--- src/rtl/project.sv ---
// UART-fed signed matrix-vector multiplier: receives the k matrix and x vector
// over RX, computes y = k*x and transmits each y element back as one UART frame.
module project #(
  parameter int R                = 2,
  parameter int C                = 2,
  parameter int W_X              = 4,
  parameter int W_K              = 2,
  parameter int W_Y_OUT          = 8,
  parameter int CLOCKS_PER_PULSE = 2604,
  parameter int BITS_PER_WORD    = 8,
  parameter int PACKET_SIZE_TX   = 13
) (
  input  logic       clk,
  input  logic       rst_n,
  input  logic       ena,
  input  logic [7:0] ui_in,
  output logic [7:0] uo_out,
  input  logic [7:0] uio_in,
  output logic [7:0] uio_out,
  output logic [7:0] uio_oe
);

  localparam int N_WORDS_KX = (R*C*W_K + C*W_X) / BITS_PER_WORD;
  localparam int KX_W       = N_WORDS_KX * BITS_PER_WORD;
  localparam int W_P        = W_X + W_K;
  localparam int W_Y        = W_X + W_K + $clog2(C);
  localparam int CW         = $clog2(CLOCKS_PER_PULSE);
  localparam int BCW        = (N_WORDS_KX > 1) ? $clog2(N_WORDS_KX) : 1;
  localparam int RBW        = $clog2(BITS_PER_WORD);
  localparam int TBW        = $clog2(PACKET_SIZE_TX);
  localparam int RW         = (R > 1) ? $clog2(R) : 1;
  localparam int PAD        = PACKET_SIZE_TX - BITS_PER_WORD - 1;

  localparam logic [CW-1:0]  HALF      = CW'(CLOCKS_PER_PULSE/2 - 1);
  localparam logic [CW-1:0]  FULL      = CW'(CLOCKS_PER_PULSE - 1);
  localparam logic [RBW-1:0] LAST_BIT  = RBW'(BITS_PER_WORD - 1);
  localparam logic [BCW-1:0] LAST_BYTE = BCW'(N_WORDS_KX - 1);
  localparam logic [TBW-1:0] LAST_PKT  = TBW'(PACKET_SIZE_TX - 1);
  localparam logic [RW-1:0]  LAST_WORD = RW'(R - 1);

  localparam logic [1:0] RX_IDLE  = 2'd0;
  localparam logic [1:0] RX_START = 2'd1;
  localparam logic [1:0] RX_DATA  = 2'd2;
  localparam logic [1:0] RX_STOP  = 2'd3;

  logic                     rx_s1, rx_s2;
  logic [1:0]               rx_state;
  logic [CW-1:0]            rx_cnt;
  logic [RBW-1:0]           rx_bit;
  logic [BITS_PER_WORD-1:0] rx_shift;
  logic [BCW-1:0]           byte_cnt;
  logic [KX_W-1:0]          kx;
  logic                     kx_valid;

  logic [R*W_Y_OUT-1:0]     y_comb, y_word;
  logic                     y_valid;
  logic signed [W_X-1:0]    xv;
  logic signed [W_K-1:0]    kv;
  logic signed [W_P-1:0]    prod;
  logic signed [W_Y-1:0]    acc;

  logic                     tx_busy;
  logic [R*W_Y_OUT-1:0]     tx_buf;
  logic [RW-1:0]            tx_word_idx;
  logic [TBW-1:0]           tx_bit;
  logic [CW-1:0]            tx_cnt;
  logic                     pend_valid;
  logic [R*W_Y_OUT-1:0]     pend_data;
  logic [W_Y_OUT-1:0]       tx_word;
  logic [PACKET_SIZE_TX-1:0] frame;
  logic                     tx_line;
  logic                     unused_ok;

  // Receiver: rx is resynchronised, then sampled mid-bit; a byte is kept only with a good stop bit.
  always_ff @(posedge clk) begin
    if (!rst_n) begin
      rx_s1    <= 1'b1;
      rx_s2    <= 1'b1;
      rx_state <= RX_IDLE;
      rx_cnt   <= '0;
      rx_bit   <= '0;
      rx_shift <= '0;
      byte_cnt <= '0;
      kx       <= '0;
      kx_valid <= 1'b0;
    end else begin
      rx_s1    <= ui_in[0];
      rx_s2    <= rx_s1;
      kx_valid <= 1'b0;
      case (rx_state)
        RX_IDLE: begin
          rx_cnt <= '0;
          rx_bit <= '0;
          if (!rx_s2) rx_state <= RX_START;
        end
        RX_START: begin
          if (rx_cnt == HALF) begin
            rx_cnt   <= '0;
            rx_state <= rx_s2 ? RX_IDLE : RX_DATA;
          end else rx_cnt <= rx_cnt + 1'b1;
        end
        RX_DATA: begin
          if (rx_cnt == FULL) begin
            rx_cnt   <= '0;
            rx_shift <= {rx_s2, rx_shift[BITS_PER_WORD-1:1]};
            if (rx_bit == LAST_BIT) rx_state <= RX_STOP;
            else rx_bit <= rx_bit + 1'b1;
          end else rx_cnt <= rx_cnt + 1'b1;
        end
        RX_STOP: begin
          if (rx_cnt == FULL) begin
            rx_cnt   <= '0;
            rx_state <= RX_IDLE;
            if (rx_s2) begin
              kx[byte_cnt*BITS_PER_WORD +: BITS_PER_WORD] <= rx_shift;
              if (byte_cnt == LAST_BYTE) begin
                byte_cnt <= '0;
                kx_valid <= 1'b1;
              end else byte_cnt <= byte_cnt + 1'b1;
            end
          end else rx_cnt <= rx_cnt + 1'b1;
        end
        default: rx_state <= RX_IDLE;
      endcase
    end
  end

  // Full-width signed dot products, each sign-extended into its own output word.
  always_comb begin
    y_comb = '0;
    xv     = '0;
    kv     = '0;
    prod   = '0;
    acc    = '0;
    for (int r = 0; r < R; r++) begin
      acc = '0;
      for (int c = 0; c < C; c++) begin
        xv   = kx[W_X*c +: W_X];
        kv   = kx[C*W_X + W_K*(r*C + c) +: W_K];
        prod = W_P'(kv) * W_P'(xv);
        acc  = acc + W_Y'(prod);
      end
      y_comb[r*W_Y_OUT +: W_Y_OUT] = W_Y_OUT'(acc);
    end
  end

  always_ff @(posedge clk) begin
    if (!rst_n) begin
      y_valid <= 1'b0;
      y_word  <= '0;
    end else begin
      y_valid <= kx_valid;
      if (kx_valid) y_word <= y_comb;
    end
  end

  // Transmitter with a single pending slot; an idle transmitter drains the slot before new results.
  always_ff @(posedge clk) begin
    if (!rst_n) begin
      tx_busy     <= 1'b0;
      tx_buf      <= '0;
      tx_word_idx <= '0;
      tx_bit      <= '0;
      tx_cnt      <= '0;
      pend_valid  <= 1'b0;
      pend_data   <= '0;
    end else begin
      if (tx_busy) begin
        if (tx_cnt == FULL) begin
          tx_cnt <= '0;
          if (tx_bit == LAST_PKT) begin
            tx_bit <= '0;
            if (tx_word_idx == LAST_WORD) begin
              tx_word_idx <= '0;
              tx_busy     <= 1'b0;
            end else tx_word_idx <= tx_word_idx + 1'b1;
          end else tx_bit <= tx_bit + 1'b1;
        end else tx_cnt <= tx_cnt + 1'b1;
      end
      if (!tx_busy && pend_valid) begin
        tx_busy    <= 1'b1;
        tx_buf     <= pend_data;
        pend_valid <= y_valid;
        if (y_valid) pend_data <= y_word;
      end else if (!tx_busy && y_valid) begin
        tx_busy <= 1'b1;
        tx_buf  <= y_word;
      end else if (y_valid && !pend_valid) begin
        pend_valid <= 1'b1;
        pend_data  <= y_word;
      end
    end
  end

  always_comb begin
    tx_word = tx_buf[tx_word_idx*W_Y_OUT +: W_Y_OUT];
    frame   = {{PAD{1'b1}}, tx_word[BITS_PER_WORD-1:0], 1'b0};
    tx_line = tx_busy ? frame[tx_bit] : 1'b1;
  end

  assign uo_out    = {7'b0, tx_line};
  assign uio_out   = 8'b0;
  assign uio_oe    = 8'b0;
  assign unused_ok = &{1'b0, ena, ui_in[7:1], uio_in};

endmodule

--- config.mk ---
export PLATFORM = sky130hd
export DESIGN_NAME = project
export DESIGN_NICKNAME = d
export VERILOG_FILES = /design/src/rtl/project.sv
export SDC_FILE = /design/constraint.sdc
export NUM_CORES = 1
export LEC_CHECK = 0
export ABC_AREA = 1
export BUFFER_PORTS_ARGS = -buffer_cell sky130_fd_sc_hd__buf_2
export CORE_MARGIN = 1
export CORE_UTILIZATION = 55
export CTS_BUF_LIST = sky130_fd_sc_hd__clkbuf_16
export DETAILED_ROUTE_END_ITERATION = 6
export GPL_TIMING_DRIVEN = 0
export HOLD_SLACK_MARGIN = 0.06
export PLACE_DENSITY = 0.87
export SLEW_MARGIN = 40
export SYNTH_ARGS = -nofsm -noshare
export SYNTH_HDL_FRONTEND = slang
export SYNTH_SLANG_ARGS = --single-unit
--- constraint.sdc ---
create_clock -name clk -period 2.8 [get_ports clk]
set_input_delay 0.14 -clock clk [delete_from_list [all_inputs] [get_ports clk]]
set_output_delay 0.14 -clock clk [all_outputs]
set_load 0.02 [all_outputs]
==> results of run 1 <==
-- per-stage QoR --
stage / cell area, µm² / instances / power [W]
4_1_cts: 6800 / 1000 / 0.00298
6_report: 6900 / 1004 / 0.00298
5_1_grt: 6900 / 1004 / 0.00307
3_3_place_gp: 6270 / 976 / 0.00171
2_1_floorplan: 6090 / 838 / 0.00169
3_5_place_dp: 6270 / 976 / 0.00171
-- layout by cell type, fill, tap and decap left out, types with 3 or more instances in the layout --
| cell type | netlist | layout |
|---|---|---|
| a21oi_1 | 38 | 35 |
| a21oi_2 | 0 | 3 |
| a22oi_1 | 4 | 4 |
| a31oi_1 | 12 | 12 |
| buf_1 | 3 | 3 |
| buf_2 | 6 | 8 |
| buf_4 | 24 | 33 |
| clkbuf_1 | 10 | 10 |
| clkbuf_16 | 0 | 9 |
| conb_1 | 1 | 23 |
| dfxtp_1 | 107 | 97 |
| dfxtp_2 | 0 | 10 |
| fa_1 | 20 | 18 |
| ha_1 | 31 | 19 |
| ha_4 | 0 | 11 |
| inv_1 | 96 | 88 |
| inv_2 | 8 | 17 |
| nand2_1 | 177 | 173 |
| nand2_2 | 1 | 5 |
| nand3_1 | 43 | 36 |
| nand3_2 | 2 | 7 |
| nand4_1 | 9 | 9 |
| nor2_1 | 113 | 110 |
| nor2_2 | 2 | 5 |
| nor3_1 | 23 | 23 |
| nor3_2 | 4 | 4 |
| o211ai_1 | 3 | 3 |
| o21ai_0 | 41 | 37 |
| o21ai_1 | 1 | 5 |
| or2_2 | 8 | 5 |
| or2_4 | 0 | 3 |
| xnor2_1 | 5 | 4 |
| xor2_1 | 12 | 12 |
-- timing repair --
item	4_1_cts	5_1_grt
endpoints found under the hold margin	1	0
pin swaps	17	10
buffers inserted	7	4
resized for setup	32	15
setup endpoints to repair	10	10
hold buffers	1	0
-- per-layer routing --
metal	wire [µm]	track usage
met5	0	0
met3	640	0.0472
met4	436	0.113
met1	5680	0.289
met2	7070	0.450
-- worst max path at each step --
stage / startpoint / to / slack (ns) / cells past startpoint
after global placement: kx[5] / y_word[13] / -0.24 / 15
after CTS: kx[0] / y_word[13] / -0.23 / 16
final: kx[0] / y_word[5] / -0.32 / 17
after floorplan: kx[0] / y_word[13] / -0.09 / 16
after detailed placement: kx[5] / y_word[13] / -0.32 / 15
after global routing: kx[0] / y_word[13] / -0.43 / 16
-- state kept, by name (all words and copies together), names as in the netlist, 3 cells and up, named ones only --
| register | count |
|---|---|
| kx | 16 |
| pend_data | 14 |
| rx_bit | 3 |
| rx_cnt | 12 |
| rx_shift | 8 |
| tx_bit | 4 |
| tx_buf | 14 |
| tx_cnt | 12 |
| y_word | 14 |
-- power by group through the flow --
stage,clock [W],combinational [W],sequential (W)
after floorplan,0,0.000117,0.00157
after global placement,0,0.000136,0.00157
after detailed placement,0,0.000140,0.00157
after CTS,0.00131,0.000141,0.00154
after global routing,0.00138,0.000161,0.00154
final,0.00130,0.000147,0.00154
-- cells by family (layout without fill, tap and decap cells) --
kind of cell	after synthesis	count (layout)	share of synthesized area
simple gates	390	390	0.283
flops	107	107	0.358
xor+xnor	17	17	0.0249
other cells	1	23	0.000627
fa+ha+maj	51	51	0.132
buf+inv	148	178	0.109
compound gates	102	102	0.0924
-- cells in the mapped netlist (2+ instances only) --
library cell  number  area share
dfxtp_1          107        0.36
a22oi_1            4      0.0050
nand3_1           43       0.036
buf_2              6      0.0050
clkbuf_1          10      0.0063
buf_4             24       0.030
nand2_1          177        0.11
nor2_2             2      0.0021
nand4_1            9      0.0094
xor2_1            12       0.018
fa_1              20       0.067
nor3b_1            2      0.0025
nor2_1           113       0.071
or2_2              8      0.0084
inv_2              8      0.0050
nor3b_2            2      0.0042
o21ai_0           41       0.034
buf_1              3      0.0019
inv_1             96       0.060
ha_1              31       0.065
a21oi_1           38       0.032
xnor2_1            5      0.0073
nor3_2             4      0.0067
a31oi_1           12       0.013
nor3_1            23       0.019
nand3_2            2      0.0033
o211ai_1           3      0.0038
-- worst max-delay path, cell delays in order, from the launching register on --
cell	delay, ns
dfxtp_2	0.34
inv_2	0.07
buf_4	0.12
nand2_2	0.04
fa_1	0.49
inv_2	0.05
ha_4	0.25
inv_2	0.03
fa_1	0.49
inv_2	0.05
ha_4	0.15
fa_2	0.33
nand2_1	0.07
nand2_1	0.06
a21oi_2	0.17
xnor2_1	0.10
o21ai_1	0.13
inv_1	0.05
-- final cells by class --
| cell class | instances | area, µm² | share of cell area |
|---|---|---|---|
| Timing Repair Buffer | 14 | 110 | 0.0160 |
| Clock inverter | 7 | 77.6 | 0.0112 |
| Buffer | 44 | 264 | 0.0383 |
| Multi-Input combinational cell | 583 | 3510 | 0.508 |
| Tap cell | 136 | 170 | 0.0247 |
| Inverter | 104 | 390 | 0.0566 |
| Sequential cell | 107 | 2150 | 0.312 |
| Clock buffer | 9 | 225 | 0.0326 |
==> flow_summary.yaml, run 1 <==
run_status:
  outcome: "complete, but fails checks"
  violations: "setup timing"
synthesis:
  synth_edf_count: 0
  synth_warnings: 0
  syn_area_per_cell_um2: 7.33
  synthCells: 816
  synth.distinct_cells: 38
  syn_area_um2: 5980
  ys_ff_latch: 107
  synth_flop_cell: "dfxtp_1"
  yosysSeqAreaShare: 0.358
  async_flop_share: 0
pwr:
  swShare: 0.236
  power.leakage_nw: 3.14
  clock_power_share: 0.435
  peakVddDrop_mv: 0.357
  seq_power_share: 0.516
  comb_power_share: 0.049
  power.internal_w: 0.00228
  switchingPower_w: 0.000703
  powerDensity_nw_per_um2: 432
floorplanning:
  initial_utilization: 0.574
  chipHeight_um: 106
  dieArea_um2: 11300
  core-area_um2: 10400
  die_x_um: 106
  rows: 37
  io_pins: 43
job:
  drv_cap: 0
cts:
  cts.path.max_buffers: 2
  cts_made_buffers: 9
  clock_latency_ns: 0.35
  cts_max_level: 3
  cts_root_buf: "clkbuf_16"
  path_clk_slew_ns: 0.08
  cts_tree: "done"
  cts_sinks: 107
detailed_routing:
  drc: 0
  ant_nets: 0
  drt-total-wl_um: 13800
  avgRoutedWirePerCell_um: 13.8
  dr.pass1.iters: 7
  vias_per_cell: 5.23
  via_count: 5255
  initialDrtViolationCount: 382
timing:
  final.hold.worst_slack_ns: 0.151
  setup_viol: 9
  fin_skew_ns: 0.00823
  fin_ws_ns: -0.322
  final_max_slew_viol_count: 0
  max_slew.worst_pin.slew_ns: 0.657
  timing.fmax_ghz: 0.320
  slew_headroom: 0.562
  period_needed_ns: 3.12
  finalSetupTns_ns: -1.89
  period_share: 1.11
  rsz0062_at_grt: "true"
  hold_viol: 0
global_routing:
  grt_start_max_net_pins: 19
  grt-ovfl-total: 0
  grt_pass1_vias: 5018
  antenna_found_initial: 0
  grt.total_usage: 0.251
  grt_pass1_wl_um: 22700
cells_and_area:
  final_nets: 933
  utilization: 0.662
  fill_cells: 825
  syn2layout_area_growth_pct: 15.3
  drive_above_1_share: 0.161
  n_antenna_cell: 0
place:
  port-buffer-count: 2
  place_congestion: 0.858
  dpl.hpwl_um: 8850
  dp_slack_ns: -0.321
worst_setup_path:
  required_ns: 3.05
  rr_endpoint: "y_word[5]"
  rrSetupSlack_ns: -0.32
  start_kind: "flip-flop"
  worstSetupPathType: "reg -> reg"
  path_max_fanout: 3
  rr_worst_depth: 17
  reg2reg_from: "kx[0]"
  end_kind: "flip-flop"
  critPathArrivalTime_ns: 3.38
min_path:
  hp-start: "rst_n"
  min_to: "pend_data[3]"
  whs_path_depth: 3
  hold_class: "in -> reg"
Note: power is estimated with default switching activity, not from simulation.
==> run 2, diff against run 1 <==
--- a/config.mk
+++ b/config.mk
@@ -13,6 +13,7 @@
 export DETAILED_ROUTE_END_ITERATION = 6
 export GPL_TIMING_DRIVEN = 0
 export HOLD_SLACK_MARGIN = 0.06
+export MAX_ROUTING_LAYER = met4
 export PLACE_DENSITY = 0.87
 export SLEW_MARGIN = 40
 export SYNTH_ARGS = -nofsm -noshare
==> run 2 against run 1 <==
- the flow still finishes with violations (setup timing)
- critical path depth did not move
- combinational power barely moved
- power rose by 0.15%
- critical endpoint unchanged
- critical path type unchanged
- global-route usage rose by 0.73 points
- first-iteration DRC count fell by 5.2%
==> flow_summary.yaml, run 2 (synthesis results as in run 1) <==
cells_and_area:
  n_antenna_cell: 0
  largest_register_ffs: 16
  fill_cells: 825
  drive_above_1_share: 0.161
  syn2layout_area_growth_pct: 15.3
  final_cell_mix: "nand2_1 (173), nor2_1 (110), dfxtp_1 (97), inv_1 (88), o21ai_0 (37)"
  regMostFlops: "kx"
  final_nets: 933
  final_common_cell: "nand2_1"
pwr:
  peakVddDrop_mv: 0.361
  power.leakage_nw: 3.14
  powerDensity_nw_per_um2: 433
floorplanning:
  rows: 37
  dieArea_um2: 11300
  die_x_um: 106
  initial_utilization: 0.574
  core-area_um2: 10400
  io_pins: 43
  chipHeight_um: 106
job:
  drv_cap: 0
global_routing:
  grt-ovfl-total: 0
  grt.total_usage: 0.259
  grt_pass1_vias: 5010
  antenna_found_initial: 0
  grt_pass1_wl_um: 22700
  grt_start_max_net_pins: 19
detailed_routing:
  vias_per_cell: 5.24
  ant_nets: 0
  initialDrtViolationCount: 362
  avgRoutedWirePerCell_um: 13.8
  dr.pass1.iters: 5
  drt-total-wl_um: 13800
  via_count: 5261
  drc: 0
timing:
  fin_skew_ns: 0.00587
  fin_ws_ns: -0.320
  setup_viol: 10
  final_max_slew_viol_count: 0
  timing.fmax_ghz: 0.321
  slew_headroom: 0.565
  hold_viol: 0
  final.hold.worst_slack_ns: 0.152
  finalSetupTns_ns: -1.91
  rsz0062_at_grt: "true"
  period_share: 1.11
  period_needed_ns: 3.12
  max_slew.worst_pin.slew_ns: 0.653
worst_setup_path:
  reg2reg_from: "kx[0]"
  critPathMaxStageDelay_ns: 0.49
  critPathMostFrequentCell: "inv_2"
  rr_worst_depth: 17
  critPathArrivalTime_ns: 3.37
  end_kind: "flip-flop"
  startpoint: "kx[0]"
  worstSetupPathType: "reg -> reg"
  cp.buffers_inverters: 6
  path_max_fanout: 3
  path_cells: "inv_2 > buf_4 > nand2_2 > fa_1 > inv_2 > ha_4 > inv_2 > fa_1 > inv_2 > ha_4 > fa_2 > nand2_1 > nand2_1 > a21oi_2 > xnor2_1 > o21ai_1 > inv_1"
  start_kind: "flip-flop"
  path_depth: 17
  required_ns: 3.05
  crit_family: "adder cells"
  cp_slowest_cell: "fa_1"
place:
  dpl.hpwl_um: 8850
  place_congestion: 0.872
  port-buffer-count: 2
cts:
  cts_root_buf: "clkbuf_16"
  path_clk_slew_ns: 0.07
  clock_latency_ns: 0.35
  cts_sinks: 107
  cts_made_buffers: 9
  cts_max_level: 3
  cts.path.max_buffers: 2
  cts_tree: "done"
min_path:
  hp-start: "rst_n"
  hold_class: "in -> reg"
  whs_path_depth: 3
run_status:
  outcome: "complete, but fails checks"
  violations: "setup timing"
run 2: cell counts in the layout (fill, tap and decap cells not counted):
Identical to the previous run, type by type.
run 2: power breakdown:
| group | total, W | switching [W] | internal [W] |
|---|---|---|---|
| registers | 0.00154 | 0.00000796 | 0.00153 |
| logic | 0.000148 | 0.000100 | 0.0000473 |
| clock network | 0.00130 | 0.000599 | 0.000702 |
| total | 0.00298 | 0.000707 | 0.00228 |
run 2: metal layers:
metal	track usage	vias to the layer above	wire length (µm)
li1	-	2648	-
met1	0.289	2407	5780
met2	0.450	156	6990
met3	0.0454	50	576
met4	0.116	0	488
met5	-	-	0
run 2: cell type report:
cell class / count / area (µm²) / area share
buffer: 44 / 264 / 0.0383
multi-input combinational: 583 / 3510 / 0.508
inverter: 104 / 390 / 0.0566
clock buffer: 9 / 225 / 0.0326
timing repair buffer: 14 / 110 / 0.0160
sequential: 107 / 2150 / 0.312
clock inverter: 7 / 77.6 / 0.0112
tap: 136 / 170 / 0.0247
run 2: final timing paths:
kind                       end  slack, ns
hold reg to reg          rx_s2       0.42
hold / removal    pend_data[3]       0.15
setup / recovery     y_word[5]      -0.32
setup reg to reg     y_word[5]      -0.32
run 2: stage by stage:
| stage | power, W | cell area, µm² | instances | util | setup slack, ns |
|---|---|---|---|---|---|
| after floorplan | 0.00169 | 6090 | 838 | - | -0.0941 |
| after global placement | 0.00171 | 6270 | 976 | 0.602 | -0.239 |
| after detailed placement | 0.00171 | 6270 | 976 | 0.602 | -0.321 |
| after CTS | 0.00298 | 6800 | 1000 | 0.653 | -0.231 |
| after global routing | 0.00307 | 6900 | 1004 | 0.662 | -0.431 |
| final | 0.00298 | 6900 | 1004 | 0.662 | -0.320 |
run 2: worst register-to-register path: stages (launching register included):
cell     delay (ns)
dfxtp_2        0.34
inv_2          0.07
buf_4          0.12
nand2_2        0.04
fa_1           0.49
inv_2          0.05
ha_4           0.25
inv_2          0.03
fa_1           0.49
inv_2          0.05
ha_4           0.15
fa_2           0.33
nand2_1        0.07
nand2_1        0.06
a21oi_2        0.17
xnor2_1        0.11
o21ai_1        0.12
inv_1          0.05
run 2: repair_timing:
item,4_1_cts,5_1_grt
hold endpoints to repair,1,0
setup endpoints to repair,10,10
pin swaps,17,10
resized for setup,32,15
gates cloned,0,0
setup buffers,7,4
hold buffers,1,0
